--- config.mk ---
export PLATFORM = sky130hd
export DESIGN_NAME = nn_layer_sequencer
export DESIGN_NICKNAME = d
export VERILOG_FILES = /design/src/rtl/nn_pkg.sv /design/src/rtl/nn_seq_perf_counter.sv /design/src/rtl/nn_layer_sequencer.sv
export SDC_FILE = /design/constraint.sdc
export NUM_CORES = 1
export LEC_CHECK = 0
export CORE_ASPECT_RATIO = 1.75
export CORE_MARGIN = 2
export CORE_UTILIZATION = 42
export DETAILED_ROUTE_END_ITERATION = 12
export PLACE_DENSITY = 0.95
export SLEW_MARGIN = 20
export SYNTH_ARGS = -nofsm -noshare
export SYNTH_HDL_FRONTEND = slang
export SYNTH_SLANG_ARGS = --single-unit
--- constraint.sdc ---
create_clock -name clk -period 3.7 [get_ports clk]
set_input_delay 0.555 -clock clk [delete_from_list [all_inputs] [get_ports clk]]
set_output_delay 0.555 -clock clk [all_outputs]
set_load 0.005 [all_outputs]
--- src/rtl/nn_pkg.sv ---
// Shared definitions for the layer sequencer: state encoding, the maximum
// supported layer count and the width of the layer index.
package nn_pkg;

    localparam int NN_MAX_LAYERS = 15;
    localparam int NN_LIDX_W     = 4;

    typedef enum logic [2:0] {
        ST_IDLE,
        ST_MM_ISSUE,
        ST_MM_WAIT,
        ST_RELU_ISSUE,
        ST_RELU_WAIT,
        ST_ARG_ISSUE,
        ST_ARG_WAIT,
        ST_DONE
    } nn_state_e;

endpackage

--- src/rtl/nn_seq_perf_counter.sv ---
// Saturating 32-bit busy-cycle counter for the layer sequencer.
// Only instantiated when NN_SEQ_PERF_EN is defined.
module nn_seq_perf_counter (
    input  logic        clk,
    input  logic        resetn,
    input  logic        clear,
    input  logic        inc,
    output logic [31:0] count
);

    logic [31:0] count_q;
    logic [31:0] count_d;

    // Clear on an accepted start, otherwise count busy cycles and stick at all-ones.
    always_comb begin
        count_d = count_q;
        if (clear) begin
            count_d = 32'd0;
        end else if (inc && (count_q != 32'hFFFF_FFFF)) begin
            count_d = count_q + 32'd1;
        end
    end

    // Counter register.
    always_ff @(posedge clk or negedge resetn) begin
        if (!resetn) begin
            count_q <= 32'd0;
        end else begin
            count_q <= count_d;
        end
    end

    assign count = count_q;

endmodule

--- src/rtl/nn_layer_sequencer.sv ---
// Inference sequencer for NUM_LAYERS fully connected layers: drives the
// shared matrix, relu and argmax engines through start/done handshakes.
// Optional feature: define NN_SEQ_PERF_EN to get a busy-cycle counter on
// cycle_count; otherwise cycle_count is tied to zero.
module nn_layer_sequencer
    import nn_pkg::*;
#(
    parameter int NUM_LAYERS = 4,
    parameter int DIM_W      = 10,
    parameter int IDX_W      = 4
) (
    input  logic                        clk,
    input  logic                        resetn,
    input  logic                        start,
    input  logic                        abort,
    input  logic [NUM_LAYERS*DIM_W-1:0] cfg_k,
    input  logic [NUM_LAYERS*DIM_W-1:0] cfg_n,
    input  logic [NUM_LAYERS-1:0]       cfg_relu_mask,
    output logic                        mm_start,
    output logic [DIM_W-1:0]            mm_k,
    output logic [DIM_W-1:0]            mm_n,
    input  logic                        mm_done,
    output logic                        relu_start,
    output logic [DIM_W-1:0]            relu_d,
    input  logic                        relu_done,
    output logic [3:0]                  layer_idx,
    output logic                        argmax_start,
    output logic [DIM_W-1:0]            argmax_size,
    input  logic                        argmax_done,
    input  logic [IDX_W-1:0]            argmax_index,
    output logic                        busy,
    output logic                        done,
    output logic                        err,
    output logic [IDX_W-1:0]            result_index,
    output logic                        result_valid,
    output logic [31:0]                 cycle_count
);

    // Config vectors are zero-padded to the full index range so a 4-bit
    // layer index can select a field without any out-of-range slice.
    localparam int SPAN = 1 << NN_LIDX_W;
    localparam int PAD  = SPAN - NUM_LAYERS;
    localparam logic [NN_LIDX_W-1:0] LAST_LAYER = NN_LIDX_W'(NUM_LAYERS - 1);

    nn_state_e              state_q, state_d;
    logic [NN_LIDX_W-1:0]   layer_q, layer_d;
    logic                   mm_start_q, mm_start_d;
    logic [DIM_W-1:0]       mm_k_q, mm_k_d;
    logic [DIM_W-1:0]       mm_n_q, mm_n_d;
    logic                   relu_start_q, relu_start_d;
    logic [DIM_W-1:0]       relu_d_q, relu_d_d;
    logic                   argmax_start_q, argmax_start_d;
    logic [DIM_W-1:0]       argmax_size_q, argmax_size_d;
    logic                   busy_q, busy_d;
    logic                   done_q, done_d;
    logic                   err_q, err_d;
    logic [IDX_W-1:0]       result_index_q, result_index_d;
    logic                   result_valid_q, result_valid_d;

    logic [SPAN*DIM_W-1:0]  k_pad, n_pad;
    logic [SPAN-1:0]        mask_pad;
    logic [DIM_W-1:0]       cur_k, cur_n, nxt_k, nxt_n;
    logic                   cur_relu, is_last, start_accept;

    assign k_pad    = {{(PAD*DIM_W){1'b0}}, cfg_k};
    assign n_pad    = {{(PAD*DIM_W){1'b0}}, cfg_n};
    assign mask_pad = {{PAD{1'b0}}, cfg_relu_mask};

    // Current-layer fields feed the FSM; next-layer fields feed the output
    // registers so dimensions are valid in the same cycle as mm_start.
    assign cur_k    = k_pad[int'(layer_q)*DIM_W +: DIM_W];
    assign cur_n    = n_pad[int'(layer_q)*DIM_W +: DIM_W];
    assign cur_relu = mask_pad[layer_q];
    assign nxt_k    = k_pad[int'(layer_d)*DIM_W +: DIM_W];
    assign nxt_n    = n_pad[int'(layer_d)*DIM_W +: DIM_W];

    assign is_last      = (layer_q == LAST_LAYER);
    assign start_accept = (state_q == ST_IDLE) && start && !abort;

    // Next-state and status logic; abort overrides every transition.
    always_comb begin
        // NOTE: every signal gets a default first so no path can infer a latch.
        state_d        = state_q;
        layer_d        = layer_q;
        err_d          = err_q;
        result_index_d = result_index_q;
        result_valid_d = result_valid_q;
        argmax_size_d  = argmax_size_q;
        unique case (state_q)
            ST_IDLE: begin
                if (start_accept) begin
                    state_d        = ST_MM_ISSUE;
                    layer_d        = '0;
                    err_d          = 1'b0;
                    result_valid_d = 1'b0;
                    argmax_size_d  = cfg_n[(NUM_LAYERS-1)*DIM_W +: DIM_W];
                end
            end
            ST_MM_ISSUE: begin
                if ((cur_k == '0) || (cur_n == '0)) begin
                    err_d   = 1'b1;
                    state_d = ST_DONE;
                end else begin
                    state_d = ST_MM_WAIT;
                end
            end
            ST_MM_WAIT: begin
                if (mm_done) begin
                    if (cur_relu) begin
                        state_d = ST_RELU_ISSUE;
                    end else if (!is_last) begin
                        layer_d = layer_q + 1'b1;
                        state_d = ST_MM_ISSUE;
                    end else begin
                        state_d = ST_ARG_ISSUE;
                    end
                end
            end
            ST_RELU_ISSUE: state_d = ST_RELU_WAIT;
            ST_RELU_WAIT: begin
                if (relu_done) begin
                    if (!is_last) begin
                        layer_d = layer_q + 1'b1;
                        state_d = ST_MM_ISSUE;
                    end else begin
                        state_d = ST_ARG_ISSUE;
                    end
                end
            end
            ST_ARG_ISSUE: state_d = ST_ARG_WAIT;
            ST_ARG_WAIT: begin
                if (argmax_done) begin
                    result_index_d = argmax_index;
                    result_valid_d = 1'b1;
                    state_d        = ST_DONE;
                end
            end
            ST_DONE: state_d = ST_IDLE;
            default: state_d = ST_IDLE;
        endcase
        if (abort) begin
            state_d        = ST_IDLE;
            layer_d        = layer_q;
            err_d          = err_q;
            result_index_d = result_index_q;
            result_valid_d = 1'b0;
            argmax_size_d  = argmax_size_q;
        end
    end

    // Registered outputs, derived from the state being entered.
    always_comb begin
        mm_start_d     = (state_d == ST_MM_ISSUE) && (nxt_k != '0) && (nxt_n != '0);
        mm_k_d         = (state_d == ST_MM_ISSUE) ? nxt_k : mm_k_q;
        mm_n_d         = (state_d == ST_MM_ISSUE) ? nxt_n : mm_n_q;
        relu_d_d       = (state_d == ST_MM_ISSUE) ? nxt_n : relu_d_q;
        relu_start_d   = (state_d == ST_RELU_ISSUE);
        argmax_start_d = (state_d == ST_ARG_ISSUE);
        busy_d         = (state_d != ST_IDLE);
        done_d         = (state_d == ST_DONE);
    end

    // State and output registers.
    always_ff @(posedge clk or negedge resetn) begin
        if (!resetn) begin
            state_q        <= ST_IDLE;
            layer_q        <= '0;
            mm_start_q     <= 1'b0;
            mm_k_q         <= '0;
            mm_n_q         <= '0;
            relu_start_q   <= 1'b0;
            relu_d_q       <= '0;
            argmax_start_q <= 1'b0;
            argmax_size_q  <= '0;
            busy_q         <= 1'b0;
            done_q         <= 1'b0;
            err_q          <= 1'b0;
            result_index_q <= '0;
            result_valid_q <= 1'b0;
        end else begin
            // NOTE: non-blocking assignments so every flop samples pre-edge values.
            state_q        <= state_d;
            layer_q        <= layer_d;
            mm_start_q     <= mm_start_d;
            mm_k_q         <= mm_k_d;
            mm_n_q         <= mm_n_d;
            relu_start_q   <= relu_start_d;
            relu_d_q       <= relu_d_d;
            argmax_start_q <= argmax_start_d;
            argmax_size_q  <= argmax_size_d;
            busy_q         <= busy_d;
            done_q         <= done_d;
            err_q          <= err_d;
            result_index_q <= result_index_d;
            result_valid_q <= result_valid_d;
        end
    end

    assign mm_start     = mm_start_q;
    assign mm_k         = mm_k_q;
    assign mm_n         = mm_n_q;
    assign relu_start   = relu_start_q;
    assign relu_d       = relu_d_q;
    assign layer_idx    = layer_q;
    assign argmax_start = argmax_start_q;
    assign argmax_size  = argmax_size_q;
    assign busy         = busy_q;
    assign done         = done_q;
    assign err          = err_q;
    assign result_index = result_index_q;
    assign result_valid = result_valid_q;

`ifdef NN_SEQ_PERF_EN
    nn_seq_perf_counter u_perf (
        .clk    (clk),
        .resetn (resetn),
        .clear  (start_accept),
        .inc    (busy_q),
        .count  (cycle_count)
    );
`else
    assign cycle_count = 32'd0;
`endif

endmodule

==> flow_summary.json, run 1 <==
{
  "synth_warnings": 0,
  "cp.depth": 12,
  "slew_headroom_pct": 39.4,
  "dieArea_um2": 8830,
  "synthMuxAreaShare_pct": 25.5,
  "die_h_um": 123,
  "synthTopCellsByArea": "dfrtp_1, mux2i_1, mux2_2, buf_4, nand2_1",
  "rows": 43,
  "synth_area_um2": 3390,
  "dr.pass1.iters": 4,
  "insertion_delay_ns": 0.29,
  "yosysSeqAreaShare_pct": 35.5,
  "crit_path_frequent_cell": "buf_4",
  "cpMaxStageDelayCell": "dfrtp_1",
  "r2r_cells": 12,
  "grt_max_degree": 49,
  "worstPathMaxFanout": 17,
  "placeableCoreArea_um2": 7860,
  "initial_core_util_pct": 43.1,
  "wl_um": 10500,
  "place_congestion": 0.963,
  "diodes": 0,
  "synthSimpleGateAreaFrac_pct": 15.6,
  "path_buf_inv": 2,
  "combPwrFrac_pct": 40.7,
  "end_kind": "flop",
  "syn_inst": 348,
  "wl_per_cell_um": 18.3,
  "antenna_found_initial": 0,
  "synth-seq-cells": 48,
  "grt-ovfl-total": 0,
  "tightest_slew_ns": 0.909,
  "arrival_ns": 3.54,
  "synth_enable_flop_cells": 0,
  "post_cts_buffers": 0,
  "avgViaCountPerCell": 5.60,
  "drv_cap": 0,
  "power.share.sequential_pct": 34.8,
  "cp.required_ns": 3.84,
  "sw_frac_of_total_pct": 29.8,
  "h-tree-depth": 2,
  "fin_crit_ns": 3.40,
  "drt_iter0_drc": 180,
  "synth_compound_area_share_pct": 10.0,
  "setup_ws_ns": 0.304,
  "rsz0062_at_grt": "no",
  "internal-power_mw": 1.51,
  "crit_chain": "ha_1, or3b_4, nand2_1, a211oi_1, o211ai_4, buf_4, buf_4, mux2i_1, mux2_2, nand4_1, nor3_1, nor3_2",
  "root_buffer": "clkbuf_16",
  "worst-setup-path-type": "flop to flop",
  "vias": 3214,
  "grt_pass1_vias": 3347,
  "dieWidth_um": 71.9,
  "ys.flop_type": "dfrtp_1",
  "power.clock.fraction_pct": 24.4,
  "grt_first_pass_wirelength_um": 16400,
  "drv_slew": 0,
  "hpwl_um": 8620,
  "ir_drop_v": 0.000239,
  "p_total_mw": 2.15,
  "leakage_nw": 1.93,
  "status": "finished clean",
  "cts_resized": 0,
  "start_kind": "flop",
  "grt.total_usage_pct": 24.0,
  "cts.reportedPaths.clkPinSlew_ns": 0.07,
  "syn_to_final_growth_pct": 44.8,
  "synth_top_area_cell": "dfrtp_1",
  "critPathTopFamily": "simple AND/OR/NAND/NOR gates",
  "fmaxAchievable_mhz": 295,
  "clock_sinks": 48,
  "cts.hold.buffers_added": 0,
  "finish.instance_area_um2": 4900,
  "tns_ns": 0,
  "slowest_delay_ns": 0.51,
  "hp-class": "input port to async pin",
  "timing.final.hold_violations": 0,
  "tritoncts.num_buffers": 5,
  "cts_tree": "built",
  "synth_top_area_share_pct": 35.5,
  "synth_top_family_by_area": "multiplexers",
  "synthArstFlopShare_pct": 100,
  "power.density_nw_per_um2": 438,
  "pre_cts_slack_ns": 0.207,
  "antenna_left": 0,
  "setup_viol": 0,
  "switchingPower_uw": 639,
  "dpl_cell_area_um2": 4730,
  "fill_cells": 645,
  "synth_fa_ha_area_share_pct": 0.369,
  "fin_skew_ns": 0.00487,
  "port_buffers": 149,
  "avgSynthCellArea_um2": 9.73,
  "fin_nets": 579,
  "remaining_drc_errors": 0,
  "clockBufferDepth": 2,
  "fin_crit_sh_pct": 91.8,
  "synth_xor_area_share_pct": 0.259,
  "drive_gt1_share_pct": 12.0,
  "ys_types": 47,
  "pin_count": 182
}
## worst reg2reg max path: cells and delay by family (launching register included)
family	cells	cell delay, ns
DFF	1	0.51
muxes	2	0.47
AOI/OAI and AO/OA	2	0.32
adders and majority gates	1	0.31
buffers and inverters	2	0.58
and+or+nand+nor	5	1.05
## state kept, by name, summed over array words and instances, names as in the netlist
name / cells
relu_d: 10
mm_start: 1
layer_idx: 4
err: 1
busy: 1
state_q: 3
done: 1
result_index: 4
relu_start: 1
argmax_start: 1
argmax_size: 10
mm_k: 10
result_valid: 1
## placed cells by master (no fill, tap or decap), types with 6 or more instances in the layout
| cell type | count |
|---|---|
| a21oi_1 | 9 |
| buf_4 | 7 |
| clkdlybuf4s50_1 | 148 |
| conb_1 | 32 |
| dfrtp_1 | 48 |
| mux2_2 | 34 |
| mux2i_1 | 42 |
| nand2_1 | 31 |
| nand3_1 | 8 |
| nor2_1 | 20 |
| nor3_1 | 6 |
| nor4_1 | 16 |
| o21ai_0 | 8 |
| o21ai_1 | 19 |
## power by group through the flow
| stage | clock (mW) | sequential [mW] | combinational (mW) |
|---|---|---|---|
| floorplan | 0 | 0.743 | 0.417 |
| global placement | 0 | 0.748 | 0.855 |
| CTS | 0.536 | 0.746 | 0.880 |
| finish | 0.524 | 0.748 | 0.874 |
| detailed placement | 0 | 0.753 | 0.874 |
| global route | 0.553 | 0.763 | 0.937 |
## synthesized netlist by cell type (all sizes together), types with 2 or more instances
library cell  count
inv               3
nand3             8
mux2             34
nor3b             2
nand4             5
a211oi            3
or4               4
nand2            31
nor3              7
mux2i            44
a22o              2
nand2b            3
or3               3
buf              54
a21oi             9
a311oi            4
nor2             20
nor4             16
dfrtp            48
clkbuf            4
o21ai            27
## worst paths after layout
path                                                 start                          to  slack [ns]
worst max-delay path                layer_idx[0]$_DFF_PN0_          mm_start$_DFF_PN0_        0.30
max in group asynchronous                           resetn       relu_d[6]$_DFFE_PN0P_        2.99
worst min-delay path                                resetn  argmax_size[3]$_DFFE_PN0P_        0.27
worst max register to register      layer_idx[0]$_DFF_PN0_          mm_start$_DFF_PN0_        0.30
worst min register to register  argmax_size[9]$_DFFE_PN0P_  argmax_size[9]$_DFFE_PN0P_        0.51
min in group clk                argmax_size[9]$_DFFE_PN0P_  argmax_size[9]$_DFFE_PN0P_        0.51
## stage by stage
stage               instances  hold WS, ns  utilization (%)
global placement          566        0.476             60.2
detailed placement        566        0.484             60.2
finish                    574        0.274             62.4
CTS                       574        0.499             62.4
floorplan                 379        0.259                -
global route              574        0.327             62.4
## layer usage
layer / track usage, % / wire length [µm] / part of all wire, % / vias to the layer above
li1: - / - / - / 1478
met1: 24.8 / 3620 / 34 / 1547
met2: 46.5 / 5930 / 56 / 160
met5: 0 / 0 / 0 / -
met3: 3.45 / 572 / 5.5 / 29
met4: 10.5 / 376 / 3.6 / 0
## final cells by class
cell class / count / area (µm²) / share of cell area [%]
clock buffer: 5 / 125 / 2.55
multi-input combinational: 270 / 1870 / 38.2
clock inverter: 3 / 47.5 / 0.970
sequential: 48 / 1200 / 24.5
inverter: 3 / 11.3 / 0.230
timing repair buffer: 155 / 1530 / 31.3
tap: 90 / 113 / 2.30
## cell families after synthesis
kind of cell	count (synthesis)
adders and majority gates	1
xor gates and xnor gates	1
and+or+nand+nor	104
DFF	48
AOI/OAI and AO/OA	53
muxes	79
other	1
buffers and inverters	61
No activity file was read; power rests on OpenSTA's default activity.
==> run 2: changes to the inputs <==
Settings changed: CORE_UTILIZATION 42 to 40, PLACE_DENSITY 0.95 to 0.93, TNS_END_PERCENT from default to 5.
==> run 2 against run 1 <==
Die area is 4.8% higher; hold slack improved by 0.016 ns; combinational power increased by 2%; critical path type unchanged; critical endpoint unchanged; largest power group unchanged.
==> flow_summary.json, run 2 (synthesis gave the netlist of run 1 again) <==
{
  "cts_resized": 0,
  "hpwl_um": 8630,
  "tns_ns": 0,
  "h-tree-depth": 2,
  "grt-ovfl-total": 0,
  "clockBufferDepth": 2,
  "end_kind": "flop",
  "final_common_cell": "clkdlybuf4s50_1",
  "place_congestion": 0.913,
  "rsz0062_at_grt": "no",
  "worstPathMaxFanout": 21,
  "start_kind": "flop",
  "placeableCoreArea_um2": 8260,
  "syn_to_final_growth_pct": 46.7,
  "setup_ws_ns": 0.413,
  "fin_crit_sh_pct": 88.8,
  "fin_cells": 580,
  "dieWidth_um": 73.6,
  "slew_headroom_pct": 41.1,
  "timing.final.hold_violations": 0,
  "rows": 44,
  "hp-class": "input port to async pin",
  "cp.required_ns": 3.85,
  "fill_cells": 679,
  "fmaxAchievable_mhz": 304,
  "cts_tree": "built",
  "diodes": 0,
  "fin_nets": 583,
  "tritoncts.num_buffers": 5,
  "tightest_slew_ns": 0.884,
  "die_h_um": 126,
  "most-common-layout-cells": "clkdlybuf4s50_1, dfrtp_1, mux2i_1",
  "avgViaCountPerCell": 5.56,
  "cts.hold.buffers_added": 0,
  "antenna_left": 0,
  "vias": 3226,
  "finish.instance_area_um2": 4970,
  "pin_count": 182,
  "antenna_found_initial": 0,
  "drv_cap": 0,
  "leakage_nw": 1.96,
  "port_buffers": 149,
  "insertion_delay_ns": 0.29,
  "pre_cts_slack_ns": 0.0988,
  "dp_cells": 568,
  "drv_slew": 0,
  "status": "finished clean",
  "wl_per_cell_um": 18.4,
  "wl_um": 10700,
  "grt_first_pass_wirelength_um": 16300,
  "grt_max_degree": 49,
  "worst-setup-path-type": "flop to flop",
  "arrival_ns": 3.44,
  "fin_skew_ns": 0.00873,
  "power.density_nw_per_um2": 448,
  "remaining_drc_errors": 0,
  "grt.total_usage_pct": 22.6,
  "clock_sinks": 48,
  "initial_core_util_pct": 41.0,
  "root_buffer": "clkbuf_16",
  "drt_iter0_drc": 241,
  "dpl_cell_area_um2": 4730,
  "grt_pass1_vias": 3258,
  "setup_viol": 0,
  "cts.reportedPaths.clkPinSlew_ns": 0.07,
  "fin_crit_ns": 3.29,
  "dieArea_um2": 9250,
  "ir_drop_v": 0.000292,
  "drive_gt1_share_pct": 12.7,
  "dr.pass1.iters": 4
}
==> run 2: final timing paths <==
check | from | cells past startpoint | end | slack [ns]
worst max-delay path | layer_idx[0]$_DFF_PN0_ | 10 | mm_start$_DFF_PN0_ | 0.41
worst min-delay path | resetn | 1 | result_index[3]$_DFFE_PN0P_ | 0.29
worst max register to register | layer_idx[0]$_DFF_PN0_ | 10 | mm_start$_DFF_PN0_ | 0.41
worst min register to register | mm_k[4]$_DFFE_PN0P_ | 2 | mm_k[4]$_DFFE_PN0P_ | 0.49
max in group asynchronous | resetn | 1 | mm_k[3]$_DFFE_PN0P_ | 2.99
min in group clk | mm_k[4]$_DFFE_PN0P_ | 2 | mm_k[4]$_DFFE_PN0P_ | 0.49
==> run 2: layout make-up <==
type,count,area (µm²),area share (%)
timing repair buffer,159,1580,31.7
clock inverter,3,68.8,1.38
tap,92,115,2.32
sequential,48,1200,24.2
clock buffer,5,125,2.52
multi-input combinational,270,1870,37.7
inverter,3,11.3,0.227
==> run 2: critical path, cell delays in order (launching register included) <==
cell     delay, ns
dfrtp_1       0.53
ha_1          0.32
or3b_4        0.43
nand2_1       0.12
a31oi_1       0.10
nand2_1       0.12
a22o_1        0.73
mux2_2        0.33
nand4_1       0.12
nor3_1        0.26
nor3_2        0.09
==> run 2: timing repair <==
action / in CTS / in global routing
setup endpoints to repair: 0 / 1
endpoints found under the hold margin: 0 / 0
buffers inserted: 0 / 4
==> run 2: power by group <==
group / internal, mW / switching (mW) / total (mW)
Combinational: 0.548 / 0.340 / 0.888
Sequential: 0.651 / 0.0888 / 0.740
Clock: 0.390 / 0.209 / 0.598
==> run 2: per-stage QoR <==
stage,hold slack [ns],util (%),total power [mW]
after floorplan,0.259,-,1.16
after global placement,0.472,57.3,1.60
after detailed placement,0.479,57.3,1.62
after CTS,0.494,59.6,2.23
after global routing,0.338,60.2,2.33
final,0.290,60.2,2.23
==> run 2: per-layer routing <==
| metal | routed length [µm] | vias to the layer above | GRT usage, % |
|---|---|---|---|
| li1 | - | 1474 | - |
| met1 | 3860 | 1549 | 24.6 |
| met2 | 5860 | 169 | 41.6 |
| met3 | 547 | 34 | 2.64 |
| met4 | 420 | 0 | 10.8 |
| met5 | 0 | - | 0 |
==> run 3: changes to the inputs <==
Settings changed: ABC_AREA from default to 1, PLACE_DENSITY 0.93 to 0.9, REMOVE_ABC_BUFFERS from default to 1.
Clock period 3.7 ns to 3.3 ns, I/O delays scaled along.
==> run 3 against run 2 <==
Critical path depth rose by 10; maximum frequency rose by 14%; power rose by 54%; combinational power rose by 110%; critical path type unchanged; setup slack got worse by 0.0070 ns; sequential cell count did not move; clock skew fell by 0.0012 ns; clock power fell by 11%; register-to-register slack barely moved.
==> flow_summary.json, run 3 <==
{
  "pre_cts_slack_ns": 0.351,
  "start_kind": "flop",
  "antenna_left": 0,
  "synthTopCellsByArea": "dfrtp_1, nand2_1, buf_4, nand3_1, inv_1",
  "leakage_nw": 2.55,
  "h-tree-depth": 2,
  "synth.most_common_cell": "nand2_1",
  "setup_ws_ns": 0.406,
  "hp-class": "input port to async pin",
  "rows": 47,
  "end_kind": "flop",
  "slowest_delay_ns": 0.51,
  "timing.final.hold_violations": 0,
  "cpMaxStageDelayCell": "dfrtp_1",
  "drv_cap": 0,
  "port_buffers": 149,
  "vias": 4071,
  "synth_top_area_cell": "dfrtp_1",
  "status": "finished clean",
  "dpl_cell_area_um2": 5150,
  "fin_cells": 803,
  "worstPathMaxFanout": 55,
  "synth_top_area_share_pct": 31.5,
  "p_total_mw": 3.43,
  "grt-ovfl-total": 0,
  "post_cts_buffers": 0,
  "tns_ns": 0,
  "synth_area_um2": 3810,
  "fin_crit_ns": 2.89,
  "ir_drop_v": 0.000286,
  "cp.required_ns": 3.49,
  "syn_inst": 552,
  "ys_types": 34,
  "yosysSeqAreaShare_pct": 31.5,
  "synth_enable_flop_cells": 0,
  "insertion_delay_ns": 0.30,
  "synth-seq-cells": 48,
  "grt_pass1_vias": 3968,
  "path_buf_inv": 2,
  "grt.total_usage_pct": 23.3,
  "syn_to_final_growth_pct": 39.2,
  "hpwl_um": 9600,
  "cts.reportedPaths.clkPinSlew_ns": 0.07,
  "tritoncts.num_buffers": 5,
  "remaining_drc_errors": 0,
  "pin_count": 182,
  "dp_cells": 795,
  "cts_resized": 0,
  "critPathTopFamily": "simple AND/OR/NAND/NOR gates",
  "drive_gt1_share_pct": 6.17,
  "grt_first_pass_wirelength_um": 19100,
  "place_congestion": 0.965,
  "crit_path_frequent_cell": "nand2_1",
  "fin_nets": 776,
  "avgSynthCellArea_um2": 6.90,
  "most-common-layout-cells": "nand2_1, clkdlybuf4s50_1, inv_1",
  "dieWidth_um": 77.8,
  "root_buffer": "clkbuf_16",
  "fin_crit_sh_pct": 87.7,
  "synth_warnings": 0,
  "dieArea_um2": 10400,
  "ys.flop_type": "dfrtp_1",
  "rsz0062_at_grt": "no",
  "arrival_ns": 3.09,
  "wl_um": 12000,
  "cts_tree": "built",
  "drv_slew": 0,
  "dr.pass1.iters": 10,
  "synth_commonest_cells": "nand2_1, inv_1, nand3_1",
  "synthArstFlopShare_pct": 100,
  "antenna_found_initial": 0,
  "slew_headroom_pct": 58.8,
  "worst-setup-path-type": "flop to flop",
  "placeableCoreArea_um2": 9350,
  "avgViaCountPerCell": 5.07,
  "cts.hold.buffers_added": 0,
  "initial_core_util_pct": 40.7,
  "fin_skew_ns": 0.00749,
  "wl_per_cell_um": 15.0,
  "finish.instance_area_um2": 5300,
  "grt_max_degree": 56,
  "clockBufferDepth": 2,
  "diodes": 0,
  "drt_iter0_drc": 302,
  "setup_viol": 0,
  "clock_sinks": 48,
  "final_common_cell": "nand2_1",
  "crit_chain": "ha_1, nand2_1, nand2_1, nand2_1, nand3_1, nand2_1, inv_1, nand2_2, nand2_4, nand2_8, inv_1, nand2_1, nand3_2, nand2_1, nand2_1, nand2_1, nor2_1, nand3_2, nand2_1, nor2_2",
  "power.density_nw_per_um2": 647,
  "tightest_slew_ns": 0.618,
  "fmaxAchievable_mhz": 346,
  "die_h_um": 133
}
run 3: stage by stage:
step | hold slack [ns] | util (%)
after global placement | 0.454 | 55.0
final | 0.196 | 56.7
after global routing | 0.262 | 56.7
after detailed placement | 0.467 | 55.0
after CTS | 0.429 | 56.7
after floorplan | 0.199 | -
run 3: cell families after synthesis:
| kind of cell | count (synthesis) | share of synthesized area [%] |
|---|---|---|
| other cells | 1 | 0.0984 |
| xor+xnor | 1 | 0.230 |
| buf+inv | 134 | 19.2 |
| flops | 48 | 31.5 |
| fa+ha+maj | 1 | 0.328 |
| mux | 1 | 0.296 |
| compound gates | 64 | 10.6 |
| simple gates | 302 | 37.6 |
run 3: worst paths after layout:
path	from	endpoint	slack [ns]	cells after the start
min in group clk	result_index[0]$_DFFE_PN0P_	result_index[0]$_DFFE_PN0P_	0.48	2
hold / removal	resetn	mm_k[0]$_DFFE_PN0P_	0.20	1
setup reg to reg	layer_idx[1]$_DFF_PN0_	mm_start$_DFF_PN0_	0.41	20
hold reg to reg	result_index[0]$_DFFE_PN0P_	result_index[0]$_DFFE_PN0P_	0.48	2
max in group asynchronous	resetn	state_q[1]$_DFF_PN0_	2.66	1
setup / recovery	layer_idx[1]$_DFF_PN0_	mm_start$_DFF_PN0_	0.41	20
run 3: cell type report:
cell class,instances,area [µm²]
clock buffers,6,139
repair buffers,153,1530
inverters,71,272
well taps,122,153
multi-input cells,401,1990
flip-flops and latches,48,1200
fillers,890,4050
clock inverters,2,15.0
run 3: routing by layer:
| layer | GRT usage [%] | vias to the layer above | wire length (µm) |
|---|---|---|---|
| met5 | 0 | - | 0 |
| met1 | 24.5 | 1837 | 4240 |
| met2 | 44.3 | 218 | 6480 |
| li1 | - | 1971 | - |
| met3 | 3.52 | 45 | 802 |
| met4 | 10.4 | 0 | 493 |
run 3: power by group:
group          total [mW]  internal [mW]  switching [mW]
registers           0.995          0.818           0.177
logic                1.90          0.938           0.966
clock network       0.530          0.302           0.228
